`config.mk`:
```
export PLATFORM = sky130hd
export DESIGN_NAME = clk_tick_gen
export DESIGN_NICKNAME = d
export VERILOG_FILES = /design/src/rtl/clk_tick_gen.sv
export SDC_FILE = /design/constraint.sdc
export NUM_CORES = 1
export LEC_CHECK = 0
export ABC_AREA = 1
export ABC_CLOCK_PERIOD_IN_PS = 4050
export CAP_MARGIN = 10
export CORE_MARGIN = 2
export CORE_UTILIZATION = 56
export DETAILED_ROUTE_END_ITERATION = 6
export GPL_ROUTABILITY_DRIVEN = 0
export PLACE_DENSITY_LB_ADDON = 0.25
export SYNTH_ARGS = -nofsm -noshare
export SYNTH_HDL_FRONTEND = slang
export SYNTH_SLANG_ARGS = --single-unit
```
`constraint.sdc`:
```
create_clock -name clk -period 4.05 [get_ports clk]
set_clock_uncertainty 0.2 [all_clocks]
set_input_delay 0.6075 -clock clk [delete_from_list [all_inputs] [get_ports clk]]
set_output_delay 0.6075 -clock clk [all_outputs]
set_load 0.005 [all_outputs]
```
`src/rtl/clk_tick_gen.sv`:
```
`default_nettype none
// ============================================================================
// Module   : clk_tick_gen
// Summary  : Multi-channel programmable clock divider producing one-cycle
//            tick pulses and 50% square waves. Optional macro
//            CLK_TICK_GEN_CASCADE_EN chains each channel onto the previous
//            channel's terminal event.
// Revision : 1.0 - initial release
// ============================================================================
module clk_tick_gen #(
  parameter int                NCH      = 3,
  parameter int                CW       = 32,
  parameter logic [NCH*CW-1:0] DIV_INIT = {NCH{32'd50_000_000}}
) (
  input  logic           clk,
  input  logic           rst,
  input  logic           en,
  input  logic           ld,
  input  logic [2:0]     ld_ch,
  input  logic [CW-1:0]  ld_div,
  output logic [NCH-1:0] tick,
  output logic [NCH-1:0] sq
);

  logic [CW-1:0]  r_div [NCH];
  logic [CW-1:0]  r_cnt [NCH];
  logic [NCH-1:0] r_tick;
  logic [NCH-1:0] r_sq;

  logic [NCH-1:0] w_adv;
  logic [NCH-1:0] w_ld;
  logic [NCH-1:0] w_tc;
`ifdef CLK_TICK_GEN_CASCADE_EN
  logic           w_carry;
`endif

  // Terminal events already exclude a same-edge load, so a loaded channel
  // neither ticks nor advances the channel chained after it.
  always_comb begin
    w_adv = '0;
    w_ld  = '0;
    w_tc  = '0;
`ifdef CLK_TICK_GEN_CASCADE_EN
    w_carry = 1'b1;
`endif
    for (int i = 0; i < NCH; i++) begin
`ifdef CLK_TICK_GEN_CASCADE_EN
      w_adv[i] = w_carry;
`else
      w_adv[i] = 1'b1;
`endif
      w_ld[i] = ld && (ld_ch == 3'(i));
      w_tc[i] = en && w_adv[i] && (r_div[i] != '0) &&
                (r_cnt[i] == r_div[i] - CW'(1)) && !w_ld[i];
`ifdef CLK_TICK_GEN_CASCADE_EN
      w_carry = w_tc[i];
`endif
    end
  end

  always_ff @(posedge clk) begin
    for (int i = 0; i < NCH; i++) begin
      if (rst) begin
        r_div[i]  <= DIV_INIT[i*CW +: CW];
        r_cnt[i]  <= '0;
        r_tick[i] <= 1'b0;
        r_sq[i]   <= 1'b0;
      end else if (w_ld[i]) begin
        r_div[i]  <= ld_div;
        r_cnt[i]  <= '0;
        r_tick[i] <= 1'b0;
      end else if (w_tc[i]) begin
        r_cnt[i]  <= '0;
        r_tick[i] <= 1'b1;
        r_sq[i]   <= ~r_sq[i];
      end else begin
        r_tick[i] <= 1'b0;
        if (en && w_adv[i] && (r_div[i] != '0)) begin
          r_cnt[i] <= r_cnt[i] + CW'(1);
        end
      end
    end
  end

  assign tick = r_tick;
  assign sq   = r_sq;

endmodule
`default_nettype wire

```
# Word level (Yosys, flattened, before mapping)
# Memory sizes are Yosys's and may differ from the RTL's.
# Cells that the tools add are included.
# word_totals
register_bits,6
latch_bits,0
mem_bits_rw,192
romBits,0
inputBits,39
output_inout_bits,6
n_memories,2
# classes
n_addsub,6
mul,0
div_mod_pow,0
n_lt_le_gt_ge,0
n_eq_ne,5
shift,0
muxes,50
n_bitwise,18
n_reduce_logical,22
# memory_table
name,words,word_bits,read_ports,rd_ports_with_merged_regs,wr,line,source
r_cnt,3,32,3,0,3,26,logic [CW-1:0] r_cnt [NCH];
r_div,3,32,3,0,3,25,logic [CW-1:0] r_div [NCH];
# ops
operator,n
32-bit two-way mux,12
"32-bit by 1-bit adder with 32-bit output, second input constant",3
32-bit == test,3
32-bit nonzero test,3
"32-bit by 1-bit subtractor with 32-bit output, second input constant",3
1-bit two-way mux,38
1-bit logical AND,12
1-bit bitwise OR,12
1-bit NOT,6
2-bit AND reduction,3
"3-bit by 1-bit == test with 1-bit output, second input constant",1
"3-bit by 2-bit == test with 1-bit output, second input constant",1
1-bit zero test,3
3-bit zero test,1

# Logic depth before layout (Yosys ltp)
# An unclocked memory read counts as a cell.
# depth
ltp_word,11
depth_mapped,18

# Least setup slack after synthesis
# OpenSTA, ideal clock, no wires.
# synth_path
path_kind,register to register
startpoint,memory r_div[0][0]
endpoint,"memory r_cnt[0][0], enable pin"
setup_ns,0.561
t_arrival_ns,2.079
t_required_ns,3.289
setup_slack_ns,1.210
stages_incl_launch_ff,8
n_path_buf,0
synth_period_minus_slack_ns,2.840
cell_sequence,edfxtp_1 > inv_1 > ha_1 > nand2_2 > nor2_4 > nand3_1 > o21ai_1 > nand3_1
# synth_rtl
item,line
from (decl),25
to (decl),26

==> impl_metrics.py <==
metrics = {
    "layout": {
        "syn2layout_area_growth_pct": 9.19,
        "n_antenna_cell": 0,
        "n_fill_cell": 2327,
        "finalNetCount": 2079,
        "final_common_cell": "nand2_1",
        "drive_gt1_share_pct": 5.86,
        "layout_common_cells": "517 x nand2_1, 449 x nor2_1, 284 x inv_1",
    },
    "global_routing": {
        "grt.overflow.total": 0,
        "grt_util_all_layers_pct": 29.2,
        "grt_pass1_wl_um": 60700,
        "grt_max_degree": 33,
        "antenna_found_initial": 1,
        "grt_pass1_vias": 11800,
    },
    "pwr": {
        "cellPowerDensity_mw_per_mm2": 325,
        "peakVddDrop_mv": 0.300,
        "p_leak_nw": 6.52,
    },
    "floorplanning": {
        "pin_count": 45,
        "fp.coreArea_mm2": 0.0253,
        "die_h_um": 164,
        "rows": 58,
        "die_w_um": 164,
        "start_util_pct": 57.1,
        "die-area_mm2": 0.0270,
    },
    "critical_path": {
        "cp_slowest_cell": "nand2_2",
        "crit_arrival_ns": 3.15,
        "crit_type": "flop to flop",
        "crit_start": "r_div[1][0]",
        "end_kind": "flop",
        "worstSetupStartpointType": "flop",
        "slowest_delay_ns": 0.51,
        "path_max_fanout": 32,
        "timing.rr.start": "r_div[1][0]",
        "crit_top_cell": "nand2_1",
        "crit_family": "simple AND/OR/NAND/NOR gates",
        "cp.required_ns": 4.02,
        "path_cells": "inv_1 > ha_1 > nand2_2 > nor2_4 > nand2_1 > nor2_2 > nand2_1 > nand2_1 > o21ai_1 > nor2_1 > nand2_1 > nor2_1 > nand3_1 > nand2_2 > nor2_1",
        "rrSetupSlack_ns": 0.87,
        "path_buf_inv": 1,
    },
    "route": {
        "dr_wl_met2_um": 17500,
        "viasPerCell": 5.42,
        "wl_met1_um": 16300,
        "drt_iter0_drc": 1325,
        "drc": 0,
        "wl_per_cell_um": 16.2,
        "wl_met3_um": 3460,
        "wirelength_um": 38500,
        "drt_pass1_iterations": 6,
        "dr_total_vias": 12900,
        "ant_nets": 0,
        "routed.top_layer": "met4",
    },
    "clocking": {
        "cts_max_path_buffers": 2,
        "post_cts_resized": 0,
        "h-tree-depth": 4,
        "cts_tree": "done",
        "cts_setup_buffers": 0,
        "cts_buffers": 17,
        "hold_buffers": 0,
        "clkLatencyLatePin_ns": 0.45,
        "root_buffer": "clkbuf_16",
        "numClockSinks": 198,
        "clkTransAtPathRegs_ns": 0.09,
    },
    "run_status": {
        "status": "finished clean",
    },
    "sta": {
        "setup_viol": 0,
        "fin_tns_setup_ns": 0,
        "max_freq_mhz": 315,
        "finalCriticalPeriod_ns": 3.18,
        "hold_slack_ns": 0.348,
        "rsz0062_at_grt": "no",
        "hold_violations": 0,
        "slew_headroom_pct": 37.2,
        "tightest_slew_ns": 0.933,
        "slew_viol_final": 0,
        "post-route-period-util_pct": 78.5,
    },
    "hold_path": {
        "min_path_type": "flop to flop",
        "min-delay-start": "sq[2]",
    },
    "placement": {
        "numPortBuffers": 44,
        "hpwl_um": 30200,
    },
    "flow_run": {
        "max_cap_violations": 0,
    },
    "synth": {
        "yosys_warnings": 0,
        "syn_inst": 1987,
        "ys_seq_elements": 198,
        "avgSynthCellArea_um2": 7.26,
        "synth_cell_types": 34,
        "syn-cell-area_mm2": 0.0144,
        "synth_fp_nets": 2032,
        "yosysSeqAreaShare_pct": 40.8,
    },
}
## worst reg2reg max path: cells and delay by family (launching register included)
kind	cells	cell delay [ns]
adder cells (fa/ha/maj)	1	0.25
AO/OA/AOI/OAI	1	0.10
buffers and inverters	1	0.09
AND/OR/NAND/NOR	12	1.82
flip-flops	1	0.41
## cell usage after synthesis
master,number,share of area [%]
a21o_1,1,0.052
a21oi_1,8,0.28
and2_1,3,0.13
buf_2,1,0.035
buf_6,10,0.78
buf_8,1,0.10
clkbuf_1,13,0.34
dfxtp_1,6,0.83
edfxtp_1,192,40
ha_1,6,0.52
inv_1,284,7.4
inv_2,2,0.052
nand2_1,517,13
nand2_2,13,0.56
nand2_4,2,0.16
nand2b_1,1,0.043
nand3_1,98,3.4
nand3_2,7,0.49
nand3b_1,23,1.2
nand4_1,38,1.6
nor2_1,449,12
nor2_2,38,1.6
nor2_4,12,0.94
nor2b_1,1,0.043
nor3_1,26,0.90
nor3_2,4,0.28
nor3b_2,2,0.17
nor4_1,7,0.30
o211ai_1,1,0.052
o21ai_0,23,0.80
o21ai_1,8,0.28
o21bai_1,14,0.73
xnor2_1,51,3.1
xor2_1,125,7.6
## layout make-up
type                       instances  area (um2)  share of cell area (%)
tap                              330         413                    2.62
clock buffer                      18         429                    2.73
clock inverter                    14         156                   0.994
sequential                       198        5890                    37.4
multi-input combinational       1478        7280                    46.2
timing repair buffer              53         508                    3.23
inverter                         286        1070                    6.82
## flip-flops by register name, summed over array words and instances (netlist names)
register / flops
r_cnt: 96
r_div: 96
sq: 3
tick: 3
## layer usage
| layer | up-vias | track usage, % |
|---|---|---|
| met3 | 86 | 4.67 |
| li1 | 6305 | - |
| met5 | - | 0 |
| met4 | 0 | 10.3 |
| met1 | 5888 | 40.4 |
| met2 | 610 | 47.0 |
## metrics by stage
| stage | setup WS (ns) | utilization (%) | power, mW | area [um2] | instances |
|---|---|---|---|---|---|
| 2_1_floorplan | 1.21 | - | 3.15 | 14400 | 1987 |
| 3_3_place_gp | 0.882 | 60.0 | 3.40 | 15200 | 2345 |
| 3_5_place_dp | 0.733 | 60.0 | 3.41 | 15200 | 2345 |
| 4_1_cts | 0.926 | 62.3 | 5.11 | 15700 | 2377 |
| 5_1_grt | 0.615 | 62.3 | 5.31 | 15700 | 2377 |
| 6_report | 0.872 | 62.3 | 5.12 | 15700 | 2377 |
## cells by family (layout without fill, tap and decap cells)
| kind of cell | count (synthesis) | in the layout | share of synthesized area [%] |
|---|---|---|---|
| simple gates | 1241 | 1241 | 37.1 |
| buf+inv | 311 | 371 | 8.71 |
| flops | 198 | 198 | 40.8 |
| xor+xnor | 176 | 176 | 10.7 |
| compound gates | 55 | 55 | 2.19 |
| fa+ha+maj | 6 | 6 | 0.521 |
## where the power goes
| group | internal, mW | switching (mW) | leakage [nW] |
|---|---|---|---|
| Clock | 0.829 | 0.898 | 0.280 |
| Combinational | 0.291 | 0.516 | 4.19 |
| Sequential | 2.39 | 0.198 | 2.06 |
| Total | 3.51 | 1.61 | 6.52 |
## worst paths after layout
check                       to  cells after the start
setup / recovery  r_cnt[1][28]                     15
hold / removal           sq[2]                      2
setup reg to reg  r_cnt[1][28]                     15
hold reg to reg          sq[2]                      2
(Power assumes the default switching activity.)
